`config.mk`:
```
export PLATFORM = sky130hd
export DESIGN_NAME = reg_strobe_sequencer
export DESIGN_NICKNAME = d
export VERILOG_FILES = /design/src/rtl/reg_strobe_sequencer.sv
export SDC_FILE = /design/constraint.sdc
export NUM_CORES = 1
export LEC_CHECK = 0
export ABC_AREA = 1
export BUFFER_PORTS_ARGS = -buffer_cell sky130_fd_sc_hd__buf_4
export CAP_MARGIN = 15
export CORE_ASPECT_RATIO = 1.2
export CORE_MARGIN = 2
export CORE_UTILIZATION = 35
export CTS_BUF_LIST = sky130_fd_sc_hd__clkbuf_2 sky130_fd_sc_hd__clkbuf_4 sky130_fd_sc_hd__clkbuf_8
export DETAILED_ROUTE_END_ITERATION = 12
export PLACE_DENSITY = 0.67
export SLEW_MARGIN = 25
export SYNTH_ARGS = -nofsm -noshare
export SYNTH_HDL_FRONTEND = slang
export SYNTH_SLANG_ARGS = --single-unit
```
`constraint.sdc`:
```
create_clock -name clk -period 1.77 [get_ports clk]
set_input_delay 0.354 -clock clk [delete_from_list [all_inputs] [get_ports clk]]
set_output_delay 0.354 -clock clk [all_outputs]
set_load 0.1 [all_outputs]
```
`src/rtl/reg_strobe_sequencer.sv`:
```
`default_nettype none
// ============================================================================
// Module  : reg_strobe_sequencer
// Brief   : Two-phase (address, then data) register strobe sequencer with a
//           synchronised strobe edge detector, auto-increment and sticky error.
// Revision: 1.0
// ============================================================================
module reg_strobe_sequencer #(
    parameter int ADDR_W      = 4,
    parameter int N_REGS      = 16,
    parameter int SYNC_STAGES = 2
) (
    input  logic              clk,
    input  logic              rst,
    input  logic [ADDR_W-1:0] data_in,
    input  logic              strob_in,
    input  logic              choose_data_reg,
    input  logic              auto_inc,
    output logic [N_REGS-1:0] strob_out_to_reg,
    output logic [ADDR_W-1:0] cur_addr,
    output logic              addr_valid,
    output logic              err
);

    typedef enum logic [0:0] {
        ST_IDLE  = 1'b0,
        ST_ARMED = 1'b1
    } state_t;

    localparam logic [ADDR_W:0]   C_NREGS = (ADDR_W + 1)'(N_REGS);
    localparam logic [ADDR_W-1:0] C_LAST  = ADDR_W'(N_REGS - 1);
    localparam logic [ADDR_W-1:0] C_ONE   = ADDR_W'(1);

    logic              w_s;
    logic              w_rise_now;
    logic              w_addr_ok;
    logic              w_fire;

    state_t            state_q,    state_d;
    logic [ADDR_W-1:0] cur_addr_q, cur_addr_d;
    logic              err_q,      err_d;
    logic [N_REGS-1:0] strob_q,    strob_d;
    logic              s_d_q,      s_d_d;
    logic              rise_q,     rise_d;
    logic [ADDR_W-1:0] addr_cap_q, addr_cap_d;
    logic              choose_cap_q, choose_cap_d;
    logic              inc_cap_q,  inc_cap_d;

    generate
        if (SYNC_STAGES == 0) begin : g_nosync
            assign w_s = strob_in;
        end else begin : g_sync
            logic [SYNC_STAGES-1:0] sync_q;
            always_ff @(posedge clk or posedge rst) begin
                if (rst) begin
                    sync_q <= '0;
                end else begin
                    sync_q[0] <= strob_in;
                    for (int i = 1; i < SYNC_STAGES; i++) begin
                        sync_q[i] <= sync_q[i-1];
                    end
                end
            end
            assign w_s = sync_q[SYNC_STAGES-1];
        end
    endgenerate

    // Rise is registered so the bus fields are captured alongside it, one clk
    // before the FSM acts on them.
    assign w_rise_now = w_s & ~s_d_q;
    assign w_addr_ok  = ({1'b0, addr_cap_q} < C_NREGS);

    always_comb begin
        s_d_d        = w_s;
        rise_d       = w_rise_now;
        addr_cap_d   = addr_cap_q;
        choose_cap_d = choose_cap_q;
        inc_cap_d    = inc_cap_q;
        if (w_rise_now) begin
            addr_cap_d   = data_in;
            choose_cap_d = choose_data_reg;
            inc_cap_d    = auto_inc;
        end

        state_d    = state_q;
        cur_addr_d = cur_addr_q;
        err_d      = err_q;
        w_fire     = 1'b0;
        if (rise_q) begin
            if (!choose_cap_q) begin
                if (w_addr_ok) begin
                    state_d    = ST_ARMED;
                    cur_addr_d = addr_cap_q;
                    err_d      = 1'b0;
                end else begin
                    state_d = ST_IDLE;
                    err_d   = 1'b1;
                end
            end else if (state_q == ST_ARMED) begin
                w_fire = 1'b1;
                if (inc_cap_q) begin
                    // Wrap at the last implemented register, not at 2**ADDR_W.
                    cur_addr_d = (cur_addr_q == C_LAST) ? '0 : cur_addr_q + C_ONE;
                end
            end else begin
                err_d = 1'b1;
            end
        end
    end

    generate
        for (genvar g = 0; g < N_REGS; g++) begin : g_dec
            assign strob_d[g] = w_fire & (cur_addr_q == ADDR_W'(g));
        end
    endgenerate

    always_ff @(posedge clk or posedge rst) begin
        if (rst) begin
            state_q      <= ST_IDLE;
            cur_addr_q   <= '0;
            err_q        <= 1'b0;
            strob_q      <= '0;
            s_d_q        <= 1'b0;
            rise_q       <= 1'b0;
            addr_cap_q   <= '0;
            choose_cap_q <= 1'b0;
            inc_cap_q    <= 1'b0;
        end else begin
            state_q      <= state_d;
            cur_addr_q   <= cur_addr_d;
            err_q        <= err_d;
            strob_q      <= strob_d;
            s_d_q        <= s_d_d;
            rise_q       <= rise_d;
            addr_cap_q   <= addr_cap_d;
            choose_cap_q <= choose_cap_d;
            inc_cap_q    <= inc_cap_d;
        end
    end

    assign strob_out_to_reg = strob_q;
    assign cur_addr         = cur_addr_q;
    assign addr_valid       = (state_q == ST_ARMED);
    assign err              = err_q;

endmodule
`default_nettype wire

```
Word-level counts from Yosys, hierarchy flattened:

Cells that the tools add are included.
W data, S select, Z words.

* memories kept: 0
* latch bits: 0
* ROM bits: 0
* memory bits (writable): 0
* output and inout port bits: 22
* bits of input ports: 9
* word-level logic and storage cells: 61
* register bits: 32

* add/subtract/negate cells: 1
* $lt $le $gt $ge: 0
* divide/modulo/power cells: 0
* reduce and logical (&&, ||, !) cells: 4
* muxes and demuxes: 9
* $mul: 0
* eq/ne operators: 18
* shifts and indexed selects: 0
* bitwise logic cells: 19

Operator list (count)
* $eq A4 B4 Y1 const B: 8
* $and A1 B1 Y1: 17
* $eq A4 B3 Y1 const B: 4
* $mux W4: 4
* $eq A4 B2 Y1 const B: 2
* $mux W1: 5
* $add A4 B1 Y4 const B: 1
* $eq A4 B1 Y1 const B: 1
* $logic_not A4 Y1: 1
* $ne A2 B2 Y1 const B: 2
* $reduce_and A2 Y1: 2
* $reduce_and A3 Y1: 1
* $ne A2 B1 Y1 const B: 1
* $not A1 Y1: 2

Longest topological paths before layout:

Gate-level depths: netlist of the first run.

* word-level depth: 5
* depth in mapped cells: 6
* depth with buffers taken out: 6

Worst setup path before layout of the first run:

OpenSTA, ideal clock, no wires.

* path kind: flip-flop to flip-flop
* start: reg cur_addr_q[1] (netlist: cur_addr[1])
* end: reg cur_addr_q[2] (netlist: cur_addr[2])
* data required time: 1644 ps
* path buffers: 0
* data arrival time: 1690 ps
* period minus slack after synthesis: 1816 ps
* setup time: 126 ps
* stages on the path, launching flop included: 6
* setup slack: -46 ps
* cell sequence: dfrtp_1 > ha_1 > nand3_1 > o21ai_0 > nand2_1 > a21boi_1

* longest elaborated chain between the ends: 5
* elaborated cells between the ends (all ways): 6
* classes of those cells: add/sub: 1; eq/ne: 1; mux: 4

RTL lines
* start, declared: line 40 `logic [ADDR_W-1:0] cur_addr_q, cur_addr_d;`
* start signal, assigned: line 130 `cur_addr_q <= cur_addr_d;`
* $add A4 B1 Y4 or $eq A4 B4 Y1 (tied branches): line 103 `cur_addr_d = (cur_addr_q == C_LAST) ? '0 : cur_addr_q + C_ONE;`
* $mux W4 *: line 103
* $mux W4 *: line 101 `if (inc_cap_q) begin`
* $mux W4 *: line 99 `end else if (state_q == ST_ARMED) begin`
* $mux W4 *: line 90 `if (!choose_cap_q) begin`

Mark *: on every way between the ends. The rest lies on a longest branch, timed or not. The select of a mux whose other input is x is not followed.
A chain may end at the register's enable or synchronous reset.

Worst setup path in the final report of the first run:

* start: reg cur_addr_q[2] (netlist: cur_addr[2])
* end: out cur_addr[2]

RTL lines
* end, declared: line 20 `output logic [ADDR_W-1:0] cur_addr,`

No word-level cell between the ends.

==> reports/qor.txt, run 1 <==
Outcome - finished clean
Synth area leader - dfrtp_1
First-pass GRT wire length - 3890 µm
PwrDens - 1360 nW/µm²
Post-cts gate resize count - 0
Main area contributors after synthesis - dfrtp_1 (66%), nand2_1 (9.8%), nor2_1 (5.8%)
Fin nets - 171
DR WL/cell - 11.5 µm
Register area share after synthesis - 0.656
Syn Area/Cell - 10.2 µm²
Worst path top cell family by delay - flip-flops
Worst-path maximum fanout - 8
Main synth FF type - dfrtp_1
Final WS setup - 0.310 ns
Met3 Routed Length - 187 µm
Metal2 WL - 1190 µm
Tcrit/Tclk final - 0.825
Ys async rst share - 1.00
Layout cells sized above 1 - 0.308
Fin. max-slew vios - 0
Synth warn - 0
# diodes - 0
Final setup vio count - 0
Crit. End Element - output port
Core ar. - 3340 µm²
Input/output buffers - 30
CP required - 1.42 ns
Fin. Hold Viols - 0
Effective utilization at floorplan - 0.366
F_max - 685 MHz
Clock Skews - 0.00700 ns
CTS buffer count - 5
Gpl congestion - 0.781
Syn-to-layout area delta - 30.6%
Post-synth cell types - 16
Overall power - 2160 µW
Worst slew margin - 0.735
Synth cell count leaders - dfrtp_1 (32), nand2_1 (32), nor2_1 (19)
Uppermost routed layer - met4
Via count - 893
Hold Crit Class - input port to asynchronous set/reset pin
Hold_ws - 0.151 ns
Die height - 68.7 µm
R2r setup slk - 0.58 ns
Largest net degree at the start of global routing - 33
Clock Tree Root - clkbuf_8
Max Cap Violations - 0
Cell area after synthesis - 1220 µm²
HPWL after DPL - 1720 µm
Initial antenna violation count - 0
Hold_buf cts - 0
Cells after synthesis - 120
Worst Tran Pin Value - 0.398 ns
Initial DRC Count - 26
Critical path type - register to output port
Clock latency at the later pin of the worst-skew pair - 0.28 ns
WL met1 - 805 µm
CP max stage cell - dfrtp_1
Clock slew at reported path FFs - 0.07 ns
Post-route ant nets - 0
Crit path buffers/inverters - 1
H-tree levels - 2
Worst vdd ir - 1.04 mV
Number of synthesized flops with an enable pin - 0
Synth top area share - 0.656
R2r startpoint - cur_addr[0]$_DFFE_PP0P_
DR DRC count - 0
Row count - 23
Worst Path Arrival - 1.11 ns
Syn nets - 133
Setup bufs post-CTS - 0
Leakage - 0.000851 µW
GRT Overall Usage - 0.137
CP Launch Type - register
CTS tree - yes
TritonCTS Sinks - 32
Grt ovf - 0
R2R depth - 5
Max reg flops - 16
Vias in the first global route - 902
Slowest stage delay, CP - 0.48 ns
DR pass1 iterations - 4
Bufs on Longest Clock Path - 2
Setup tns final - 0 ns
Die X - 57.9 µm
Io pins - 31
Pre-CTS setup slack - 0.583 ns
Tmin final - 1.46 ns
Yosys reg bits - 32
Routed wire length - 2250 µm
Crit path cell chain - buf_4
RSZ-0062 raised after global routing - no
Vias per cell - 4.56
Die footprint - 3980 µm²
RR Endpoint - cur_addr[2]$_DFFE_PP0P_
## placed cells by master (no fill, tap or decap)
cell type	Yosys	final
dfrtp_2	0	2
a21oi_1	1	1
inv_1	10	10
nand2_2	5	5
a21boi_0	1	1
clkinv_2	0	2
buf_4	0	31
nand3_1	5	5
clkbuf_8	0	6
nand2_1	32	32
nand4_1	1	1
nor2_1	19	19
o21ai_0	4	4
dfrtp_1	32	30
nor3_4	1	1
a21boi_1	1	1
ha_1	4	4
nor2_2	1	1
a31oi_1	2	2
inv_2	1	1
## layout make-up
cell class	count	area, µm²
fill	322	1740
sequential	32	803
multi-input combinational	77	379
timing repair buffer	31	233
clock buffer	6	82.6
tap	37	46.3
inverter	11	41.3
clock inverter	2	10.0
## cell families after synthesis
kind of cell / synth area share
buffers and inverters: 0.0338
AOI/OAI and AO/OA: 0.0430
DFF: 0.656
adders and majority gates: 0.0410
and+or+nand+nor: 0.226
## power by group
group	leakage, µW	internal (µW)	switching [µW]
registers	0.000411	802	91.5
clock network	0.0000510	309	250
logic	0.000389	162	547
## stage by stage
stage	area [µm²]	utilization	std cells
6_report	1600	0.478	196
5_1_grt	1600	0.478	196
4_1_cts	1600	0.478	196
3_5_place_dp	1500	0.450	188
3_3_place_gp	1500	0.450	188
2_1_floorplan	1220	-	120
## metal layers
metal / vias up / track usage
li1: 450 / -
met5: - / 0
met3: 6 / 0.0616
met2: 36 / 0.249
met1: 401 / 0.124
met4: 0 / 0.0872
## worst max path at each step
stage,slack (ns),to,startpoint,cells after the start
after floorplan,0.09,strob_out_to_reg[12]$_DFF_PP0_,addr_valid$_DFFE_PP0P_,4
after global placement,0.60,cur_addr[3]$_DFFE_PP0P_,cur_addr[0]$_DFFE_PP0P_,6
after detailed placement,0.58,cur_addr[2]$_DFFE_PP0P_,cur_addr[0]$_DFFE_PP0P_,5
after CTS,0.31,cur_addr[2],cur_addr[2]$_DFFE_PP0P_,1
after global routing,0.26,cur_addr[2],cur_addr[2]$_DFFE_PP0P_,1
final,0.31,cur_addr[2],cur_addr[2]$_DFFE_PP0P_,1
(Power assumes the default switching activity.)
==> run 2: changes to the inputs <==
- PLACE_DENSITY: 0.67 -> 0.69
- clock period: 1.77 -> 1.25 ns (I/O delays scaled with it)
==> run 2 against run 1 <==
Against the previous run: combinational power rose by 72%; clock skew fell by 0.0035 ns; cell count rose by 2.6%; via count rose by 2.1%; first-iteration DRC count fell by 69%; non-clock buffer count rose by 5; setup slack got worse by 0.30 ns; design area rose by 7.0%.
==> reports/qor.txt, run 2 (synthesis gave the netlist of run 1 again) <==
Worst Path Arrival - 0.99 ns (was 1.11 ns)
R2r startpoint - cur_addr[0]$_DFFE_PP0P_ (unchanged)
F_max - 805 MHz
Die height - 68.7 µm (unchanged)
CP Launch Type - register (unchanged)
Max Cap Violations - 0 (unchanged)
# diodes - 0 (unchanged)
Commonest non-fill, non-tap cell in the layout - nand2_1 (unchanged)
Leakage - 0.000891 µW (was 0.000851 µW)
Bufs on Longest Clock Path - 2 (unchanged)
Layout cells sized above 1 - 0.372 (was 0.308)
Finished Layout Cells - 201 (was 196)
CP max stage cell - dfrtp_4 (was dfrtp_1)
DR DRC count - 0 (unchanged)
RSZ-0062 raised after global routing - yes (was no)
Final setup vio count - 0 (unchanged)
Worst path top cell family by delay - flip-flops (unchanged)
Max reg flops - 16 (unchanged)
Fillers - 311 (was 322)
Initial antenna violation count - 0 (unchanged)
PwrDens - 1960 nW/µm² (was 1360 nW/µm²)
CTS tree - yes (unchanged)
Tmin final - 1.24 ns
Die X - 57.9 µm (unchanged)
Core ar. - 3340 µm² (unchanged)
Crit. End Element - output port (unchanged)
Outcome - finished clean (unchanged)
Tcrit/Tclk final - 0.994
Routed wire length - 2210 µm (was 2250 µm)
Via count - 912 (was 893)
Fin. max-slew vios - 0 (unchanged)
Clock slew at reported path FFs - 0.06 ns (was 0.07 ns)
R2R depth - 4 (was 5)
Gpl congestion - 0.729 (was 0.781)
Worst Tran Pin Value - 0.378 ns (was 0.398 ns)
Fin nets - 176 (was 171)
R2r setup slk - 0.11 ns (was 0.58 ns)
Clock Skews - 0.00346 ns (was 0.00700 ns)
TritonCTS Sinks - 32 (unchanged)
Worst slew margin - 0.748 (was 0.735)
Slowest stage delay, CP - 0.53 ns (was 0.48 ns)
Syn-to-layout area delta - 39.8% (was 30.6%)
H-tree levels - 2 (unchanged)
Critical path type - register to output port (unchanged)
Clock Tree Root - clkbuf_8 (unchanged)
DR WL/cell - 11.0 µm (was 11.5 µm)
Input/output buffers - 30 (unchanged)
Crit path buffers/inverters - 1 (unchanged)
Crit path cell chain - buf_12 (was buf_4)
Vias in the first global route - 898 (was 902)
CTS buffer count - 5 (unchanged)
Worst vdd ir - 1.90 mV (was 1.04 mV)
HPWL after DPL - 1670 µm (was 1720 µm)
Hold_ws - 0.0434 ns (was 0.151 ns)
Clock latency at the later pin of the worst-skew pair - 0.28 ns (about the same)
Effective utilization at floorplan - 0.366 (unchanged)
Io pins - 31 (unchanged)
Largest net degree at the start of global routing - 33 (unchanged)
Initial DRC Count - 8 (was 26)
Post-route ant nets - 0 (unchanged)
Grt ovf - 0 (unchanged)
Die footprint - 3980 µm² (unchanged)
Fin. Hold Viols - 0 (unchanged)
Hold_buf cts - 0 (unchanged)
First-pass GRT wire length - 3860 µm (was 3890 µm)
Hold Crit Class - input port to asynchronous set/reset pin (unchanged)
Worst-path maximum fanout - 6 (was 8)
Final Util - 0.511 (was 0.478)
Placed cells - 190 (was 188)
CP required - 1.00 ns (was 1.42 ns)
Most frequent cells in the layout - nand2_1 (32), buf_4 (31), dfrtp_1 (27), nor2_1 (19), inv_1 (8) (was nand2_1 (32), buf_4 (31), dfrtp_1 (30), nor2_1 (19), inv_1 (10))
RR Endpoint - strob_out_to_reg[9]$_DFF_PP0_ (was cur_addr[2]$_DFFE_PP0P_)
Row count - 23 (unchanged)
DR pass1 iterations - 3 (was 4)
Vias per cell - 4.54 (was 4.56)
GRT Overall Usage - 0.133 (was 0.137)
## run 2: cell count changes in the layout (fill, tap and decap cells not counted), moves of 2 or more
cell      before  now
buf_12         0    2
buf_6          0    2
clkbuf_4       0    2
clkinv_2       2    0
dfrtp_1       30   27
dfrtp_4        0    3
inv_1         10    8
inv_2          1    3
## run 2: layout make-up
class	instances	area, µm²	area share
repair buffers	36	310	0.182
inverters	11	41.3	0.0242
well taps	37	46.3	0.0271
flip-flops and latches	32	815	0.477
clock buffers	8	97.6	0.0572
multi-input cells	77	397	0.232
## run 2: tightest hold or removal path, stage by stage
cell and delay, ns:
buf_4 0.10, inv_1 0.04, buf_4 0.34
## run 2: how the worst max path moves through the flow
stage | from | to | slack (ns) | depth (start not counted)
after floorplan | cur_addr[1]$_DFFE_PP0P_ | cur_addr[2]$_DFFE_PP0P_ | -0.03 | 5
after global placement | cur_addr[1]$_DFFE_PP0P_ | cur_addr[3]$_DFFE_PP0P_ | 0.14 | 6
after detailed placement | cur_addr[1]$_DFFE_PP0P_ | cur_addr[3]$_DFFE_PP0P_ | 0.12 | 6
after CTS | cur_addr[1]$_DFFE_PP0P_ | cur_addr[1] | -0.02 | 1
after global routing | cur_addr[1]$_DFFE_PP0P_ | cur_addr[1] | -0.02 | 1
final | cur_addr[1]$_DFFE_PP0P_ | cur_addr[1] | 0.008 | 1
## run 2: repair_timing
action	CTS	global route
setup buffers	1	2
cloned	0	0
setup endpoints to repair	5	3
gates resized for setup	9	1
## run 2: where the power goes
part | total (µW) | internal (µW) | leakage, µW | switching [µW]
combinational | 1220 | 397 | 0.000429 | 823
sequential | 1290 | 1150 | 0.000409 | 133
clock | 830 | 491 | 0.0000523 | 339
total | 3340 | 2040 | 0.000891 | 1300
## run 2: routing by layer
metal | wire length (µm) | vias to the layer above | GRT usage
met1 | 853 | 416 | 0.128
met2 | 1110 | 31 | 0.240
li1 | - | 458 | -
met5 | 0 | - | 0
met3 | 190 | 7 | 0.0541
met4 | 60 | 0 | 0.0785
## run 2: per-stage QoR
stage               cell area (µm²)  worst slack, ns  total power [µW]  setup TNS [ns]
global placement               1550            0.140              2340               0
detailed placement             1550            0.118              2370               0
finish                         1710          0.00798              3340               0
global route                   1710          -0.0239              3520         -0.0364
CTS                            1690          -0.0211              3320         -0.0211
floorplan                      1250          -0.0300              2120         -0.0546
==> run 3: changes to the inputs <==
- CORE_ASPECT_RATIO: 1.2 -> 0.5
==> run 3 against run 2 <==
Against the previous run: core utilization shrank 0.20 points; clock-buffer cell count is the same; fmax is essentially flat; sequential share of layout area shrank 0.38 points; clock power grew 7.1%; sequential cell count is the same.
==> reports/qor.txt, run 3 (synthesis gave the netlist of run 1 again) <==
CP max stage cell - dfrtp_4 (unchanged)
CP required - 1.00 ns (about the same)
CTS tree - yes (unchanged)
Routed wire length - 2260 µm (was 2210 µm)
RSZ-0062 raised after global routing - yes (unchanged)
Comb pwr share - 0.353 (was 0.366)
Net Sw Frac - 0.389 (was 0.388)
Fillers - 315 (was 311)
DR WL/cell - 11.0 µm (about the same)
Worst path top cell family by delay - flip-flops (unchanged)
First-pass GRT wire length - 3910 µm (was 3860 µm)
Multi-input combinational cell area - 397 µm² (unchanged)
Initial antenna violation count - 0 (unchanged)
Max Cap Violations - 0 (unchanged)
Worst Path Arrival - 0.99 ns (about the same)
Crit. End Element - output port (unchanged)
HPWL after DPL - 1610 µm (was 1670 µm)
Grt ovf - 0 (unchanged)
Pre-CTS setup slack - 0.127 ns (was 0.118 ns)
Worst Tran Pin Value - 0.394 ns (was 0.378 ns)
Final WS setup - 0.00676 ns (was 0.00798 ns)
Leakage - 0.000892 µW (was 0.000891 µW)
Placed cells - 195 (was 190)
# diodes - 0 (unchanged)
Register area - 815 µm² (unchanged)
Initial DRC Count - 50 (was 8)
Reg power frac - 0.386 (about the same)
Clock latency at the later pin of the worst-skew pair - 0.29 ns (was 0.28 ns)
Bufs on Longest Clock Path - 2 (unchanged)
CTS buffer count - 5 (unchanged)
H-tree levels - 2 (unchanged)
Vias in the first global route - 867 (was 898)
Internal - 2080 µW (was 2040 µW)
Finished Layout Cells - 205 (was 201)
Die X - 87.5 µm (was 57.9 µm)
Clock Tree Root - clkbuf_8 (unchanged)
Hold Crit Class - input port to asynchronous set/reset pin (unchanged)
GRT Overall Usage - 0.137 (was 0.133)
Largest net degree at the start of global routing - 33 (unchanged)
Tcrit/Tclk final - 0.995 (was 0.994)
Commonest non-fill, non-tap cell in the layout - nand2_1 (unchanged)
Row count - 15 (was 23)
Worst vdd ir - 0.774 mV (was 1.90 mV)
Io pins - 31 (unchanged)
Effective utilization at floorplan - 0.361 (was 0.366)
DR DRC count - 0 (unchanged)
Tmin final - 1.24 ns (about the same)
Clock Skews - 0.00967 ns (was 0.00346 ns)
Slowest stage delay, CP - 0.53 ns (about the same)
TritonCTS Sinks - 32 (unchanged)
Setup tns final - 0 ns (unchanged)
Fin nets - 175 (was 176)
Fin. Hold Viols - 0 (unchanged)
Clock slew at reported path FFs - 0.07 ns (was 0.06 ns)
Critical path type - register to output port (unchanged)
F_max - 804 MHz (was 805 MHz)
Die height - 45.8 µm (was 68.7 µm)
Gpl congestion - 0.868 (was 0.729)
Die footprint - 4010 µm² (was 3980 µm²)
CP Launch Type - register (unchanged)
Final setup vio count - 0 (unchanged)
Most frequent cells in the layout - nand2_1 (32), buf_4 (30), dfrtp_1 (27), nor2_1 (19), inv_1 (8) (was nand2_1 (32), buf_4 (31), dfrtp_1 (27), nor2_1 (19), inv_1 (8))
Clock share of power - 0.261 (was 0.249)
Post-route ant nets - 0 (unchanged)
Fin. max-slew vios - 0 (unchanged)
Max reg flops - 16 (unchanged)
Vias per cell - 4.37 (was 4.54)
Layout cells sized above 1 - 0.368 (was 0.372)
Net Sw Power - 1330 µW (was 1300 µW)
Worst-path maximum fanout - 6 (unchanged)
Crit path buffers/inverters - 1 (unchanged)
Hold_buf cts - 0 (unchanged)
Worst slew margin - 0.737 (was 0.748)
Syn-to-layout area delta - 40.9% (was 39.8%)
Input/output buffers - 30 (unchanged)
DR pass1 iterations - 4 (was 3)
PwrDens - 1980 nW/µm² (was 1960 nW/µm²)
Via count - 895 (was 912)
Crit path cell chain - buf_12 (unchanged)
Outcome - finished clean (unchanged)
Core ar. - 3380 µm² (was 3340 µm²)
run 3: layout make-up:
type,instances,share of cell area
inverter,11,0.0240
multi-input combinational,77,0.231
sequential,32,0.473
tap,42,0.0305
clock buffer,8,0.0604
timing repair buffer,35,0.181
run 3: per-stage QoR:
step | power [µW] | hold WS [ns] | cell area, µm² | util
floorplan | 2120 | 0.281 | 1250 | -
global placement | 2350 | 0.333 | 1550 | 0.460
detailed placement | 2370 | 0.339 | 1550 | 0.460
CTS | 3370 | 0.0555 | 1700 | 0.503
global route | 3590 | 0.0662 | 1720 | 0.509
finish | 3410 | 0.0484 | 1720 | 0.509
run 3: power by group through the flow:
stage / combinational [µW] / clock (µW) / sequential (µW)
after floorplan: 349 / 0 / 1770
after global placement: 1040 / 0 / 1310
after detailed placement: 1050 / 0 / 1320
after CTS: 1160 / 904 / 1310
after global routing: 1300 / 952 / 1340
final: 1200 / 889 / 1320
run 3: path summary, 6_finish.rpt:
check	start	end	cells after the start	slack [ns]
setup / recovery	cur_addr[1]$_DFFE_PP0P_	cur_addr[1]	1	0.007
hold / removal	rst	strob_out_to_reg[12]$_DFF_PP0_	3	0.05
setup reg to reg	cur_addr[1]$_DFFE_PP0P_	cur_addr[3]$_DFFE_PP0P_	6	0.11
hold reg to reg	g_sync.sync_q[0]$_DFF_PP0_	g_sync.sync_q[1]$_DFF_PP0_	0	0.35
max in group asynchronous	rst	cur_addr[0]$_DFFE_PP0P_	3	0.88
min in group clk	strob_in	g_sync.sync_q[0]$_DFF_PP0_	1	0.07
run 3: layer usage:
metal	vias to the layer above	GRT usage	wire length (µm)
met1	405	0.173	1100
li1	457	-	-
met2	26	0.200	953
met5	-	0	0
met3	7	0.0543	148
met4	0	0.0831	58
run 3: repair_timing:
action	in CTS	in global routing
resized for setup	9	3
setup buffers	1	1
setup endpoints to repair	5	5
